==> src/rtl/tia_audio_pkg.sv <==
// Shared types, register addresses and write decode/apply helpers for the TIA audio sequencer.
package tia_audio_pkg;

  typedef enum logic [1:0] {
    IDLE   = 2'd0,
    CH0    = 2'd1,
    CH1    = 2'd2,
    COMMIT = 2'd3
  } aud_state_t;

  localparam logic [5:0] ADDR_AUDC0 = 6'h15;
  localparam logic [5:0] ADDR_AUDC1 = 6'h16;
  localparam logic [5:0] ADDR_AUDF0 = 6'h17;
  localparam logic [5:0] ADDR_AUDF1 = 6'h18;
  localparam logic [5:0] ADDR_AUDV0 = 6'h19;
  localparam logic [5:0] ADDR_AUDV1 = 6'h1A;

  // reg_sel is the address offset from AUDC0
  localparam logic [2:0] SEL_AUDC0 = 3'd0;
  localparam logic [2:0] SEL_AUDC1 = 3'd1;
  localparam logic [2:0] SEL_AUDF0 = 3'd2;
  localparam logic [2:0] SEL_AUDF1 = 3'd3;
  localparam logic [2:0] SEL_AUDV0 = 3'd4;
  localparam logic [2:0] SEL_AUDV1 = 3'd5;

  typedef struct packed {
    logic [2:0] reg_sel;
    logic [4:0] data;
  } aud_wr_t;

  typedef struct packed {
    logic [3:0] audc0;
    logic [3:0] audc1;
    logic [4:0] audf0;
    logic [4:0] audf1;
    logic [3:0] audv0;
    logic [3:0] audv1;
  } aud_regs_t;

  function automatic logic aud_addr_valid(input logic [5:0] addr);
    return (addr >= ADDR_AUDC0) && (addr <= ADDR_AUDV1);
  endfunction

  function automatic aud_wr_t aud_decode(input logic [5:0] addr, input logic [5:0] data);
    aud_wr_t w;
    w.reg_sel = 3'(addr - ADDR_AUDC0);
    w.data    = 5'(data & (((w.reg_sel == SEL_AUDF0) || (w.reg_sel == SEL_AUDF1)) ? 6'h1F : 6'h0F));
    return w;
  endfunction

  function automatic aud_regs_t aud_apply(input aud_regs_t r, input aud_wr_t w);
    aud_regs_t n;
    n = r;
    case (w.reg_sel)
      SEL_AUDC0: n.audc0 = w.data[3:0];
      SEL_AUDC1: n.audc1 = w.data[3:0];
      SEL_AUDF0: n.audf0 = w.data;
      SEL_AUDF1: n.audf1 = w.data;
      SEL_AUDV0: n.audv0 = w.data[3:0];
      SEL_AUDV1: n.audv1 = w.data[3:0];
      default: ;
    endcase
    return n;
  endfunction

endpackage

==> src/rtl/tia_aud_wr_fifo.sv <==
// Synchronous FIFO of decoded register writes; used when TIA_AUDIO_WRFIFO_EN is defined.
module tia_aud_wr_fifo
  import tia_audio_pkg::*;
#(
  parameter int unsigned DEPTH = 4
) (
  input  logic    clk,
  input  logic    reset,
  input  logic    push,
  input  aud_wr_t push_data,
  input  logic    pop,
  output aud_wr_t pop_data,
  output logic    full,
  output logic    empty
);

  localparam int unsigned AW = $clog2(DEPTH);

  aud_wr_t     mem [DEPTH];
  logic [AW:0] wptr;
  logic [AW:0] rptr;
  logic        do_push;
  logic        do_pop;

  // extra pointer bit distinguishes full from empty when the indices match
  assign full     = (wptr[AW] != rptr[AW]) && (wptr[AW-1:0] == rptr[AW-1:0]);
  assign empty    = (wptr == rptr);
  assign do_push  = push && !full;
  assign do_pop   = pop && !empty;
  assign pop_data = mem[rptr[AW-1:0]];

  always_ff @(posedge clk) begin
    if (reset) begin
      wptr <= '0;
      rptr <= '0;
    end else begin
      if (do_push) wptr <= wptr + 1'b1;
      if (do_pop)  rptr <= rptr + 1'b1;
    end
  end

  always_ff @(posedge clk) begin
    if (do_push) mem[wptr[AW-1:0]] <= push_data;
  end

endmodule

==> src/rtl/tia_audio_sequencer.sv <==
// TIA audio controller: sample tick, shared channel divider, register commit.
// TIA_AUDIO_WRFIFO_EN: queue CPU writes and commit them after each sample step.
module tia_audio_sequencer
  import tia_audio_pkg::*;
#(
  parameter int unsigned CLK_DIV    = 114,
  parameter int unsigned FIFO_DEPTH = 4
) (
  input  logic       clk,
  input  logic       reset,
  input  logic       wr_en,
  input  logic [5:0] wr_addr,
  input  logic [5:0] wr_data,
  output logic       wr_ready,
  output logic       tick_30,
  output logic [1:0] ch_step,
  output logic [3:0] audc0,
  output logic [3:0] audc1,
  output logic [4:0] audf0,
  output logic [4:0] audf1,
  output logic [3:0] audv0,
  output logic [3:0] audv1,
  output logic       overrun
);

  localparam int unsigned        DW       = $clog2(CLK_DIV);
  localparam logic [DW-1:0]      DIV_LAST = DW'(CLK_DIV - 1);

  logic [DW-1:0] div_cnt;
  aud_state_t    state;
  aud_state_t    state_nx;
  aud_regs_t     regs;
  logic [4:0]    fcnt0;
  logic [4:0]    fcnt1;
  logic [4:0]    dec_cur;
  logic [4:0]    dec_nxt;
  logic          dec_zero;
  logic          wr_hit;
  aud_wr_t       wr_item;
  logic          commit_vld;
  aud_wr_t       commit_item;

  assign tick_30 = (div_cnt == DIV_LAST);

  always_ff @(posedge clk) begin
    if (reset || tick_30) div_cnt <= '0;
    else                  div_cnt <= div_cnt + 1'b1;
  end

  assign wr_hit  = wr_en && wr_ready && aud_addr_valid(wr_addr);
  assign wr_item = aud_decode(wr_addr, wr_data);

`ifdef TIA_AUDIO_WRFIFO_EN
  logic fifo_full;
  logic fifo_empty;

  tia_aud_wr_fifo #(
    .DEPTH (FIFO_DEPTH)
  ) u_wr_fifo (
    .clk       (clk),
    .reset     (reset),
    .push      (wr_hit),
    .push_data (wr_item),
    .pop       (commit_vld),
    .pop_data  (commit_item),
    .full      (fifo_full),
    .empty     (fifo_empty)
  );

  assign wr_ready   = !fifo_full;
  assign commit_vld = (state == COMMIT) && !fifo_empty;
`else
  assign wr_ready    = 1'b1;
  assign commit_vld  = wr_hit;
  assign commit_item = wr_item;
`endif

  always_comb begin
    state_nx = state;
    case (state)
      IDLE: if (tick_30) state_nx = CH0;
      CH0:  state_nx = CH1;
`ifdef TIA_AUDIO_WRFIFO_EN
      CH1:    state_nx = COMMIT;
      COMMIT: if (fifo_empty) state_nx = IDLE;
`else
      CH1:  state_nx = IDLE;
`endif
      default: state_nx = IDLE;
    endcase
  end

  // one decrementer serves both channels; CH1 selects channel 1, otherwise channel 0
  always_comb begin
    dec_cur  = (state == CH1) ? fcnt1 : fcnt0;
    dec_zero = (dec_cur == 5'd0);
    dec_nxt  = dec_zero ? ((state == CH1) ? regs.audf1 : regs.audf0) : (dec_cur - 5'd1);
  end

  always_ff @(posedge clk) begin
    if (reset) begin
      state   <= IDLE;
      fcnt0   <= '0;
      fcnt1   <= '0;
      ch_step <= '0;
      overrun <= 1'b0;
      regs    <= '0;
    end else begin
      state <= state_nx;
      if (state == CH0) fcnt0 <= dec_nxt;
      if (state == CH1) fcnt1 <= dec_nxt;
      ch_step <= {(state == CH1) && dec_zero, (state == CH0) && dec_zero};
      if (tick_30 && (state != IDLE)) overrun <= 1'b1;
      if (commit_vld) regs <= aud_apply(regs, commit_item);
    end
  end

  assign audc0 = regs.audc0;
  assign audc1 = regs.audc1;
  assign audf0 = regs.audf0;
  assign audf1 = regs.audf1;
  assign audv0 = regs.audv0;
  assign audv1 = regs.audv1;

endmodule

==> config.mk <==
export PLATFORM = sky130hd
export DESIGN_NAME = tia_audio_sequencer
export DESIGN_NICKNAME = d
export VERILOG_FILES = /design/src/rtl/tia_audio_pkg.sv /design/src/rtl/tia_aud_wr_fifo.sv /design/src/rtl/tia_audio_sequencer.sv
export SDC_FILE = /design/constraint.sdc
export NUM_CORES = 1
export LEC_CHECK = 0
export CORE_AREA = 3 3 68 70
export DETAILED_ROUTE_END_ITERATION = 8
export DIE_AREA = 0 0 71 73
export PLACE_DENSITY = 0.91
export SLEW_MARGIN = 20
export SYNTH_ARGS = -nofsm -noshare
export SYNTH_HDL_FRONTEND = slang
export SYNTH_SLANG_ARGS = --single-unit
==> constraint.sdc <==
create_clock -name clk -period 5.96 [get_ports clk]
set_clock_uncertainty 0.2 [all_clocks]
set_input_delay 0.894 -clock clk [delete_from_list [all_inputs] [get_ports clk]]
set_output_delay 0.894 -clock clk [all_outputs]
set_load 0.01 [all_outputs]
==> impl_metrics.json <==
{
  "grt_usage_pct": 19.8,
  "syn_avg_cell_area_um2": 9.32,
  "hold_path.class": "flip-flop to flip-flop",
  "grt_max_degree": 44,
  "fmax_mhz": 333,
  "ys_seq_elements": 48,
  "crit_start": "wr_addr[1]",
  "worstMarginPinSlew_ns": 0.544,
  "highest_layer": "met4",
  "clk_latency_ns": 0.29,
  "path_cells": "clkdlybuf4s50_1, nor2_1, ha_1, nand2_1, or4_1, mux2i_1, nor2_1",
  "syn_nets": 255,
  "drive_gt1_share_pct": 4.33,
  "wl_met2_mm": 2.38,
  "reg2reg_from": "state[0]",
  "p_leak_uw": 0.000958,
  "crit_top_cell": "nor2_1",
  "maxCapViolCount": 0,
  "crit_required_ns": 5.93,
  "fp.dieH_um": 73,
  "tritoncts": "yes",
  "antenna_found_initial": 0,
  "worst_slack_ns": 2.96,
  "area_delta_synth_final_pct": 25.4,
  "antenna-diode-count": 0,
  "synthTopCellsByArea": "dfxtp_1, mux2i_1, nor2_1",
  "crit_type": "primary input to flip-flop",
  "min_path_cells": 2,
  "worst_setup_path_end_kind": "flip-flop",
  "dp_slack_ns": 2.65,
  "setup_viol_count_final": 0,
  "p_sw_uw": 122,
  "start_util_pct": 54.6,
  "startpoint_type": "primary input",
  "numCtsBuffers": 5,
  "wl_met3_um": 275,
  "cp_max_fo": 6,
  "gr-total-overflow": 0,
  "netlist.top_cell.by_area": "dfxtp_1",
  "finalHoldViolCount": 0,
  "swShare_pct": 21.0,
  "dr.pass1.iters": 4,
  "fp.dieW_um": 71,
  "clockPowerShare_pct": 37.2,
  "synth_edf_count": 0,
  "r2r_cells": 6,
  "hp-start": "overrun",
  "ff2ff_setup_slack_ns": 3.18,
  "ys_seq_area_share_pct": 43.7,
  "finish.instance_area_mm2": 0.00276,
  "cts.reportedPaths.clkPinSlew_ns": 0.08,
  "cts_setup_buffers": 0,
  "synthTopCellsByCount": "dfxtp_1, nor2_1, mux2i_1",
  "rsz0062_at_grt": "no",
  "fin_nets": 297,
  "slew_viol_final": 0,
  "drtIter0Drc": 131,
  "synth_top_area_share_pct": 43.7,
  "min_period_ns": 3.00,
  "grt_pass1_vias": 1813,
  "synth_most_common_cell": "dfxtp_1",
  "cp_slowest_cell": "clkdlybuf4s50_1",
  "port_buffers": 43,
  "wirelength_mm": 4.79,
  "fin_cells": 327,
  "status": "finished, final reports clean",
  "maxSlewHeadroom_pct": 63.8,
  "yosysWarningCount": 0,
  "dp_hpwl_mm": 3.52,
  "ios": 46,
  "syn_inst": 236,
  "ys_async_sr_fraction_pct": 0,
  "hold_path_end": "overrun",
  "rows": 23,
  "clock_sinks": 48,
  "drc_errors": 0,
  "via_per_inst": 5.60,
  "worstReg2RegEnd": "fcnt1[2]",
  "cp.arrival_ns": 2.97,
  "met1_length_mm": 2.06,
  "p_per_area_mw_per_mm2": 211,
  "grt_pass1_wl_mm": 8.22,
  "tns_ns": 0,
  "vias": 1831,
  "ant_nets": 0,
  "seq_power_share_pct": 55.7,
  "cts_root_buf": "clkbuf_8",
  "synth_cell_types": 47,
  "vdd_drop_max_mv": 0.183,
  "p_comb_share_pct": 7.0,
  "die_area_mm2": 0.00518,
  "gp_congestion": 0.855,
  "cp_slowest_stage_delay_ns": 0.65,
  "ys.flop_type": "dfxtp_1",
  "min_period_over_period_pct": 50.4,
  "wl_per_cell_um": 14.6,
  "netlist_area_mm2": 0.00220,
  "internal_power_uw": 461,
  "cts_max_level": 2,
  "fin_hold_ws_ns": 0.246,
  "cts_resized": 0,
  "dp_cells": 321,
  "coreArea_mm2": 0.00403,
  "clock_path_buffers": 2,
  "ctsHoldBuffers": 0,
  "dpl_cell_area_mm2": 0.00266
}
[flip-flops by register name, summed over array words and instances, names as in the netlist, 2 cells and up]
register  flops
state         2
ch_step       2
audc1         4
fcnt0         5
div_cnt       7
audf1         5
fcnt1         5
audc0         4
audv1         4
audv0         4
audf0         5
[critical path: cells and delay by family]
kind | cells | cell delay (ns)
AND/OR/NAND/NOR | 4 | 0.81
buffers and inverters | 1 | 0.65
adder cells (fa/ha/maj) | 1 | 0.41
multiplexers | 1 | 0.20
[area by class of cell]
class | instances | area, um2
clock inverter | 1 | 30.0
timing repair buffer | 44 | 438
multi-input combinational | 170 | 1160
tap | 50 | 62.6
inverter | 9 | 33.8
fill | 320 | 1270
clock buffer | 5 | 68.8
sequential | 48 | 961
[stage by stage]
step | power (uW) | util (%)
2_1_floorplan | 354 | -
3_3_place_gp | 372 | 66.0
3_5_place_dp | 374 | 66.0
4_1_cts | 587 | 68.4
5_1_grt | 601 | 68.4
6_report | 583 | 68.4
[placed cells by master (no fill, tap or decap), types with 2 or more instances in the layout]
master and n:
nor4_4 3, nor2_1 40, dfxtp_1 48, a311oi_1 2, nand3_1 11, xor2_1 2
mux2_1 2, nand4_1 3, o32ai_1 2, nand3b_1 4, a21oi_1 8, and4_1 2
mux2i_1 26, clkdlybuf4s50_1 43, ha_1 4, nand4b_1 2, clkbuf_8 5, a31oi_1 2
nand2b_1 5, nor2b_1 4, or4_1 2, nand2_1 11, o21ai_1 5, inv_1 9
xnor2_1 3, o21ai_0 3, nor3_1 6
[how the worst max path moves through the flow]
stage,end,slack [ns]
6_report,audv1[3],2.96
5_1_grt,audf0[4],2.82
4_1_cts,tick_30,2.96
3_5_place_dp,audv1[1],2.65
3_3_place_gp,audv1[1],2.68
2_1_floorplan,audf0[0],3.51
[power groups by stage]
stage | clock network, uW | registers (uW) | logic (uW)
after CTS | 221 | 325 | 41.2
after floorplan | 0 | 332 | 21.4
after global placement | 0 | 332 | 39.8
after detailed placement | 0 | 332 | 41.1
after global routing | 231 | 325 | 44.8
final | 217 | 325 | 40.9
[cells by family (layout without fill, tap and decap cells)]
group,after synthesis,count (layout),synth area share [%]
xor gates and xnor gates,6,6,2.73
AOI/OAI and AO/OA,29,29,8.54
other,1,1,0.171
muxes,28,28,12.9
and+or+nand+nor,102,102,26.4
DFF,48,48,43.7
buffers and inverters,18,59,3.36
adders and majority gates,4,4,2.28
[routing by layer]
metal / vias up / global-route usage, %
li1: 911 / -
met1: 867 / 23.5
met2: 45 / 34.5
met3: 8 / 6.34
met4: 0 / 5.43
met5: - / 0
No activity file was read; power rests on OpenSTA's default activity.
